===== src/rtl/step_response_monitor.sv =====
// Step-response monitor: times the first and second threshold crossings of a
// sampled filter output after a stimulus edge and reports them via valid/ready.
module step_response_monitor #(
    parameter int W       = 16,
    parameter int TIMEOUT = 1023,
    localparam int CW     = $clog2(TIMEOUT + 1)
) (
    input  logic                clk,
    input  logic                rst_n,
    input  logic                step_start,
    input  logic                step_rise,
    input  logic signed [W-1:0] thr_lo,
    input  logic signed [W-1:0] thr_hi,
    input  logic                sample_valid,
    input  logic signed [W-1:0] sample,
    output logic                busy,
    output logic                res_valid,
    input  logic                res_ready,
    output logic [CW-1:0]       t_delay,
    output logic [CW-1:0]       t_edge,
    output logic                timeout
);

    typedef enum logic [1:0] {
        IDLE   = 2'd0,
        WAIT1  = 2'd1,
        WAIT2  = 2'd2,
        REPORT = 2'd3
    } state_t;

    state_t                state_q, state_d;
    logic [CW-1:0]         cnt_q, cnt_d;
    logic                  rise_q, rise_d;
    logic signed [W-1:0]   lo_q, lo_d;
    logic signed [W-1:0]   hi_q, hi_d;
    logic [CW-1:0]         t_delay_q, t_delay_d;
    logic [CW-1:0]         t_edge_q, t_edge_d;
    logic                  timeout_q, timeout_d;

    logic [CW-1:0]         cnt_inc;
    logic                  at_limit;
    logic                  c1;
    logic                  c2;

    // First crossing: leaving the starting rail (lo for rising, hi for falling).
    function automatic logic cross_first(input logic rise,
                                         input logic signed [W-1:0] s,
                                         input logic signed [W-1:0] lo,
                                         input logic signed [W-1:0] hi);
        return rise ? (s >= lo) : (s <= hi);
    endfunction

    function automatic logic cross_second(input logic rise,
                                          input logic signed [W-1:0] s,
                                          input logic signed [W-1:0] lo,
                                          input logic signed [W-1:0] hi);
        return rise ? (s >= hi) : (s <= lo);
    endfunction

    assign cnt_inc  = cnt_q + CW'(1);
    assign at_limit = (cnt_inc == CW'(TIMEOUT));
    assign c1       = cross_first(rise_q, sample, lo_q, hi_q);
    assign c2       = cross_second(rise_q, sample, lo_q, hi_q);

    always_comb begin
        state_d   = state_q;
        cnt_d     = cnt_q;
        rise_d    = rise_q;
        lo_d      = lo_q;
        hi_d      = hi_q;
        t_delay_d = t_delay_q;
        t_edge_d  = t_edge_q;
        timeout_d = timeout_q;

        unique case (state_q)
            IDLE, WAIT1, WAIT2: begin
                // A new step always (re)starts the measurement; its own sample is skipped.
                if (step_start) begin
                    state_d   = WAIT1;
                    cnt_d     = '0;
                    rise_d    = step_rise;
                    lo_d      = thr_lo;
                    hi_d      = thr_hi;
                    t_delay_d = '0;
                    t_edge_d  = '0;
                    timeout_d = 1'b0;
                end else if (sample_valid && state_q == WAIT1) begin
                    cnt_d = cnt_inc;
                    if (c1 && c2) begin
                        t_delay_d = cnt_inc;
                        t_edge_d  = '0;
                        state_d   = REPORT;
                    end else if (at_limit) begin
                        t_delay_d = '0;
                        t_edge_d  = '0;
                        timeout_d = 1'b1;
                        state_d   = REPORT;
                    end else if (c1) begin
                        t_delay_d = cnt_inc;
                        state_d   = WAIT2;
                    end
                end else if (sample_valid && state_q == WAIT2) begin
                    cnt_d = cnt_inc;
                    if (c2) begin
                        t_edge_d = cnt_inc - t_delay_q;
                        state_d  = REPORT;
                    end else if (at_limit) begin
                        t_edge_d  = '0;
                        timeout_d = 1'b1;
                        state_d   = REPORT;
                    end
                end
            end
            REPORT: begin
                if (res_ready) begin
                    state_d   = IDLE;
                    timeout_d = 1'b0;
                end
            end
            default: state_d = IDLE;
        endcase
    end

    always_ff @(posedge clk or negedge rst_n) begin
        if (!rst_n) begin
            state_q   <= IDLE;
            cnt_q     <= '0;
            rise_q    <= 1'b0;
            lo_q      <= '0;
            hi_q      <= '0;
            t_delay_q <= '0;
            t_edge_q  <= '0;
            timeout_q <= 1'b0;
        end else begin
            state_q   <= state_d;
            cnt_q     <= cnt_d;
            rise_q    <= rise_d;
            lo_q      <= lo_d;
            hi_q      <= hi_d;
            t_delay_q <= t_delay_d;
            t_edge_q  <= t_edge_d;
            timeout_q <= timeout_d;
        end
    end

    assign busy      = (state_q == WAIT1) || (state_q == WAIT2);
    assign res_valid = (state_q == REPORT);
    assign t_delay   = t_delay_q;
    assign t_edge    = t_edge_q;
    assign timeout   = timeout_q;

endmodule


===== config.mk =====
export PLATFORM = sky130hd
export DESIGN_NAME = step_response_monitor
export DESIGN_NICKNAME = d
export VERILOG_FILES = /design/src/rtl/step_response_monitor.sv
export SDC_FILE = /design/constraint.sdc
export NUM_CORES = 1
export LEC_CHECK = 0
export CAP_MARGIN = 20
export CORE_MARGIN = 5
export CORE_UTILIZATION = 48
export CTS_CLUSTER_DIAMETER = 60
export DETAILED_ROUTE_END_ITERATION = 7
export PLACE_DENSITY = 0.89
export SLEW_MARGIN = 20
export SYNTH_ARGS = -nofsm -noshare
export SYNTH_HDL_FRONTEND = slang
export SYNTH_SLANG_ARGS = --single-unit

===== constraint.sdc =====
create_clock -name clk -period 2.6 [get_ports clk]
set_clock_uncertainty 0.15 [all_clocks]
set_input_delay 0.52 -clock clk [delete_from_list [all_inputs] [get_ports clk]]
set_output_delay 0.52 -clock clk [all_outputs]
set_load 0.05 [all_outputs]

==> results of run 1 <==
==> routing by layer <==
layer | vias to the layer above | global-route usage (%) | part of all wire, %
li1 | 1761 | - | -
met1 | 1831 | 26.3 | 38
met2 | 145 | 42.8 | 53
met3 | 44 | 5.19 | 5.0
met4 | 0 | 11.4 | 4.7
met5 | - | 0 | 0
==> cell type report <==
| class | instances | area, µm² | area share (%) |
|---|---|---|---|
| multi-input cells | 291 | 2550 | 42.4 |
| clock buffers | 13 | 159 | 2.65 |
| repair buffers | 145 | 1260 | 21.0 |
| inverters | 51 | 191 | 3.19 |
| flip-flops and latches | 66 | 1650 | 27.5 |
| well taps | 105 | 131 | 2.19 |
| clock inverters | 2 | 60.1 | 1.00 |
==> timing repair <==
action,in CTS,in global routing
pin swaps,37,20
gates cloned,1,1
gates resized for setup,49,23
setup endpoints to repair,23,23
setup buffers,4,3
==> Yosys cell counts (3+ instances only) <==
cell type,count,area [µm²]
dfrtp_1,66,1650
inv_1,51,191
nand2_1,48,180
ha_1,46,576
o21ai_0,41,205
a21oi_1,16,80.1
a22o_1,14,123
nor2_1,13,48.8
a21o_1,10,75.1
o2bb2ai_1,10,87.6
clkbuf_1,9,33.8
xnor2_1,9,78.8
nand4_1,5,31.3
mux2_2,4,45.0
nand2b_1,4,25.0
nand3_1,4,20.0
nor2b_1,4,25.0
o21ai_1,4,20.0
xor2_1,4,35.0
a31oi_1,3,18.8
mux2i_1,3,30.0
nand3_2,3,30.0
nor3_1,3,15.0
==> where the power goes <==
group / total [mW] / internal, mW / switching [mW]
logic: 3.37 / 1.57 / 1.80
registers: 1.44 / 1.29 / 0.152
clock network: 0.999 / 0.589 / 0.410
total: 5.82 / 3.45 / 2.36
==> cell families after synthesis <==
family,after synthesis,synth area share (%)
AO/OA/AOI/OAI,112,17.9
adder cells (fa/ha/maj),47,14.7
XOR/XNOR,17,4.41
buffers and inverters,61,5.83
AND/OR/NAND/NOR,107,14.5
flip-flops,66,40.8
multiplexers,7,1.85
==> worst reg2reg max path, cell delays in order, from the launching register on <==
cell and delay [ps]:
dfrtp_1 330, inv_1 60, ha_1 300, nand4_1 240, nor4_4 430, a211oi_2 140
mux2i_2 200, buf_4 170, a2bb2oi_2 170, nor3_2 80, or4_4 630, o2bb2ai_2 160
==> metrics by stage <==
step	cell area (µm²)	util (%)	hold WS [ps]	setup TNS (ps)
floorplan	4170	-	74.4	-6830
global placement	5480	66.7	335	-23420
detailed placement	5480	66.7	338	-25630
CTS	5880	71.6	24.0	-8100
global route	6000	73.0	50.3	-14100
finish	6000	73.0	4.88	-11640
==> flip-flops by register name, summed over array words and instances, names as in the netlist <==
name     flops
cnt_q       10
hi_q        16
lo_q        16
rise_q       1
state_q      2
t_delay     10
t_edge      10
timeout      1
==> worst paths after layout <==
check | start | end | slack [ps] | depth (start not counted)
max in group asynchronous | rst_n | cnt_q[0] | 1570 | 2
worst max register to register | lo_q[12] | t_edge[9] | -570 | 11
min in group clk | t_edge[4] | t_edge[4] | 350 | 1
worst min-delay path | rst_n | t_edge[4] | 5 | 1
worst min register to register | t_edge[4] | t_edge[4] | 350 | 1
worst max-delay path | lo_q[12] | t_edge[9] | -570 | 11
==> results.toml, run 1 <==
[run_status]
status = "finished, violations left"
violations = "negative setup slack"

[route]
num_vias = 3781
drt-total-wl_um = 12200
drc = 0
drtIter0Drc = 177
drtAntennaViolNets = 0
drtPass1Iterations = 4
vias_per_cell = 5.62
wl_per_cell_um = 18.2

[setup_path]
path_max_fanout = 6
cp_data_required_time_ps = 2700
crit_path_top_delay_cell = "or4_4"
timing.critical_path.buf_inv = 2
critPathKind = "register to register"
cp_cell_sequence = "inv_1 -> ha_1 -> nand4_1 -> nor4_4 -> a211oi_2 -> mux2i_2 -> buf_4 -> a2bb2oi_2 -> nor3_2 -> or4_4 -> o2bb2ai_2"
critPathMaxStageDelay_ps = 630
worst_ep_arrival_time_ps = 3270
crit_path_start_kind = "register"
worstSetupEndpointType = "register"
crit_family = "simple AND/OR/NAND/NOR gates"

[yosys]
ys_warn_count = 0
yosysSeqAreaShare_pct = 40.8
synthArstFlopShare_pct = 100
synth_fp_nets = 518
synth-edff-count = 0
ys_types = 55
synth_area_um2 = 4050
synth_ff_type = "dfrtp_1"
syn_area_per_cell_um2 = 9.72
synth-seq-cells = 66
postSynthCellCount = 417

[floorplanning]
die_w_um = 102
core-area_um2 = 8220
initial_utilization_pct = 49.3
ios = 77
dieArea_um2 = 10400
fp-row-count = 33
die_y_um = 102

[place]
place_hpwl_um = 8450
io_buffers = 76
pre_cts_ws_ps = -1190
dpl.cell_count = 649
gp_congestion = 0.870

[clocking]
tritoncts = "built"
clkTransAtPathRegs_ps = 70
clk_latency_ps = 360
htreeDepth = 3
cts_buffers = 9
ctsHoldBuffers = 0
cts.path.max_buffers = 2
clock-sinks = 66
root_buffer = "clkbuf_8"

[global_route]
grt_pass1_wl_um = 19000
grt_max_degree = 45
grt-ovfl-total = 0
grt_pass1_vias = 4062
grt_usage_pct = 23.6
grt_antenna_before_repair = 0

[timing]
rsz0062_at_grt = "true"
finalMaxSlewViolations = 0
finalCritPeriodShare_pct = 122
fmax_mhz = 316
worst_pin_slew_ps = 598
setup_viol = 23
hold_viol = 0
min_period_ps = 3170
setup_slack_ps = -568
slew_headroom_pct = 60.2

[layout]
final_common_cell = "buf_4"
drive_above_1_share_pct = 28.3
syn_to_final_growth_pct = 48.0
final_cell_mix = "69 x buf_4, 66 x dfrtp_1, 58 x clkdlybuf4s50_1"
antennaDiodeCount = 0
final_cells = 673
nFillCells = 522
final_nets = 665

[power_and_ir_drop]
p_leak_nw = 2.79
finalPower_mw = 5.82
vdd_ir_drop_max_v = 0.000541
power.density_nw_per_um2 = 970

[worst_hold_path]
hold_class = "input pin to async pin"

[job]
drv_cap = 0
Note: power is estimated with default switching activity, not from simulation.
==> run 2, diff against run 1 <==
CORE_ASPECT_RATIO = 2   (was unset)
==> run 2 against run 1 <==
  * The flow still finishes with violations (negative setup slack)
  * Routed wire length increased by 1.0%
  * Register-to-register slack improved by 98 ps
  * Utilization increased by 0.97 points
  * Global-route usage increased by 1.3 points
  * Sequential cell count unchanged
  * Largest power group unchanged
  * Sequential share of layout area decreased by 0.61 points
  * Die area increased by 1.1%
  * Via count increased by 0.16%
  * Total power increased by 0.92%
  * Highest routed layer unchanged
==> results.toml, run 2 (synthesis results as in run 1) <==
[route]
num_vias = 3787
drtPass1Iterations = 4
drc = 0
drtIter0Drc = 196
wl_per_cell_um = 18.3
drt-total-wl_um = 12400
drtAntennaViolNets = 0
vias_per_cell = 5.61

[setup_path]
path_max_fanout = 6
cp_data_required_time_ps = 2670
crit_path_start_kind = "input pin"
crit_path_top_delay_cell = "or4_4"
critPathKind = "input pin to register"
critPathMaxStageDelay_ps = 590
worstSetupEndpointType = "register"
rr_startpoint = "hi_q[1]"
timing.rr.end = "t_edge[7]"
reg2reg_depth = 11
worst_ep_arrival_time_ps = 3140
cp_cell_sequence = "dlygate4sd2_1 -> ha_1 -> and2_4 -> o21ai_1 -> nand2_1 -> a211oi_2 -> mux2i_2 -> a2bb2oi_2 -> nor3b_2 -> or4_4 -> o2bb2ai_2"
r2r_slack_ps = -470

[timing]
fmax_mhz = 325
min_period_ps = 3080
finalMaxSlewViolations = 0
hold_viol = 0
timing.hold.ws_ps = 37.7
finalCritPeriodShare_pct = 118
rsz0062_at_grt = "true"
worst_pin_slew_ps = 622
setup_viol = 23
slew_headroom_pct = 58.6
setup_slack_ps = -478

[floorplanning]
die_w_um = 75.0
ios = 77
core-area_um2 = 8290
dieArea_um2 = 10500
initial_utilization_pct = 48.9
fp-row-count = 47
die_y_um = 140

[layout]
final_common_cell = "buf_4"
nFillCells = 522
fin_area_um2 = 6130
antennaDiodeCount = 0
largestRegisters = "hi_q (16), lo_q (16)"
final_cell_mix = "72 x buf_4, 66 x dfrtp_1, 57 x clkdlybuf4s50_1"
drive_above_1_share_pct = 31.0
syn_to_final_growth_pct = 51.4
final_nets = 674
finalCoreUtilization_pct = 74.0

[job]
drv_cap = 0

[power_and_ir_drop]
p_leak_nw = 2.88
p_sw_share_pct = 40.1
pwr-share-clk_pct = 19.1
p_int_mw = 3.51
power.density_nw_per_um2 = 957
finalPower_mw = 5.87
p_comb_share_pct = 56.5
vdd_ir_drop_max_v = 0.000577
seq_power_share_pct = 24.4
power.switching_mw = 2.36

[place]
io_buffers = 76
place_hpwl_um = 9150
pre_cts_ws_ps = -1210
gp_congestion = 0.922
dpl_cell_area_um2 = 5560

[global_route]
grt_usage_pct = 25.0
grt_pass1_vias = 4276
grt_antenna_before_repair = 0
grt-ovfl-total = 0
grt_max_degree = 61
grt_pass1_wl_um = 19700

[clocking]
htreeDepth = 3
clk_latency_ps = 340
clkTransAtPathRegs_ps = 60
clock-sinks = 66
cts.path.max_buffers = 2
tritoncts = "built"
cts_buffers = 9
root_buffer = "clkbuf_16"

[worst_hold_path]
hold_class = "input pin to async pin"

[run_status]
status = "finished, violations left"
violations = "negative setup slack"
==> run 2: power by group through the flow <==
stage / Sequential, mW / Clock (mW) / Combinational [mW]
4_1_cts: 1.43 / 1.14 / 3.19
5_1_grt: 1.46 / 1.19 / 3.59
3_5_place_dp: 1.44 / 0 / 2.81
3_3_place_gp: 1.42 / 0 / 2.69
6_report: 1.43 / 1.12 / 3.32
2_1_floorplan: 1.48 / 0 / 1.65
==> run 2: worst max path at each step <==
stage	slack, ps	to	from
finish	-480	t_edge[7]	sample[3]
global route	-550	t_edge[7]	hi_q[14]
CTS	-430	t_edge[5]	hi_q[1]
detailed placement	-1210	t_edge[0]	sample[15]
global placement	-1110	t_delay[9]	sample[14]
floorplan	-450	t_edge[1]	sample[15]
==> run 2: critical path, delay by kind of cell <==
| family | cells | cell delay (ps) |
|---|---|---|
| AO/OA/AOI/OAI | 4 | 680 |
| adder cells (fa/ha/maj) | 1 | 320 |
| AND/OR/NAND/NOR | 4 | 950 |
| multiplexers | 1 | 390 |
| buffers and inverters | 1 | 280 |
==> run 2: what timing repair did <==
item,in CTS,in global routing
gates resized for setup,78,7
pin swaps,27,6
endpoints found under the setup margin,23,23
hold buffers,0,0
gates cloned,1,0
setup buffers,7,1
==> run 2: area by class of cell <==
class	instances	area, µm²	area share [%]
well taps	98	123	2.00
multi-input cells	291	2520	41.1
repair buffers	154	1380	22.5
clock inverters	3	15.0	0.245
inverters	51	191	3.12
flip-flops and latches	66	1650	26.9
clock buffers	12	256	4.18
==> run 2: through the flow <==
step	TNS, ps	std cells
3_5_place_dp	-26370	651
6_report	-9940	675
5_1_grt	-11840	675
2_1_floorplan	-6830	417
4_1_cts	-8260	674
3_3_place_gp	-24220	651
==> run 2: metal layers <==
layer	vias to the layer above	global-route usage, %	wire length (µm)
li1	1774	-	-
met4	0	14.3	659
met1	1834	23.3	3990
met5	-	0	0
met3	47	3.95	494
met2	132	47.5	7220
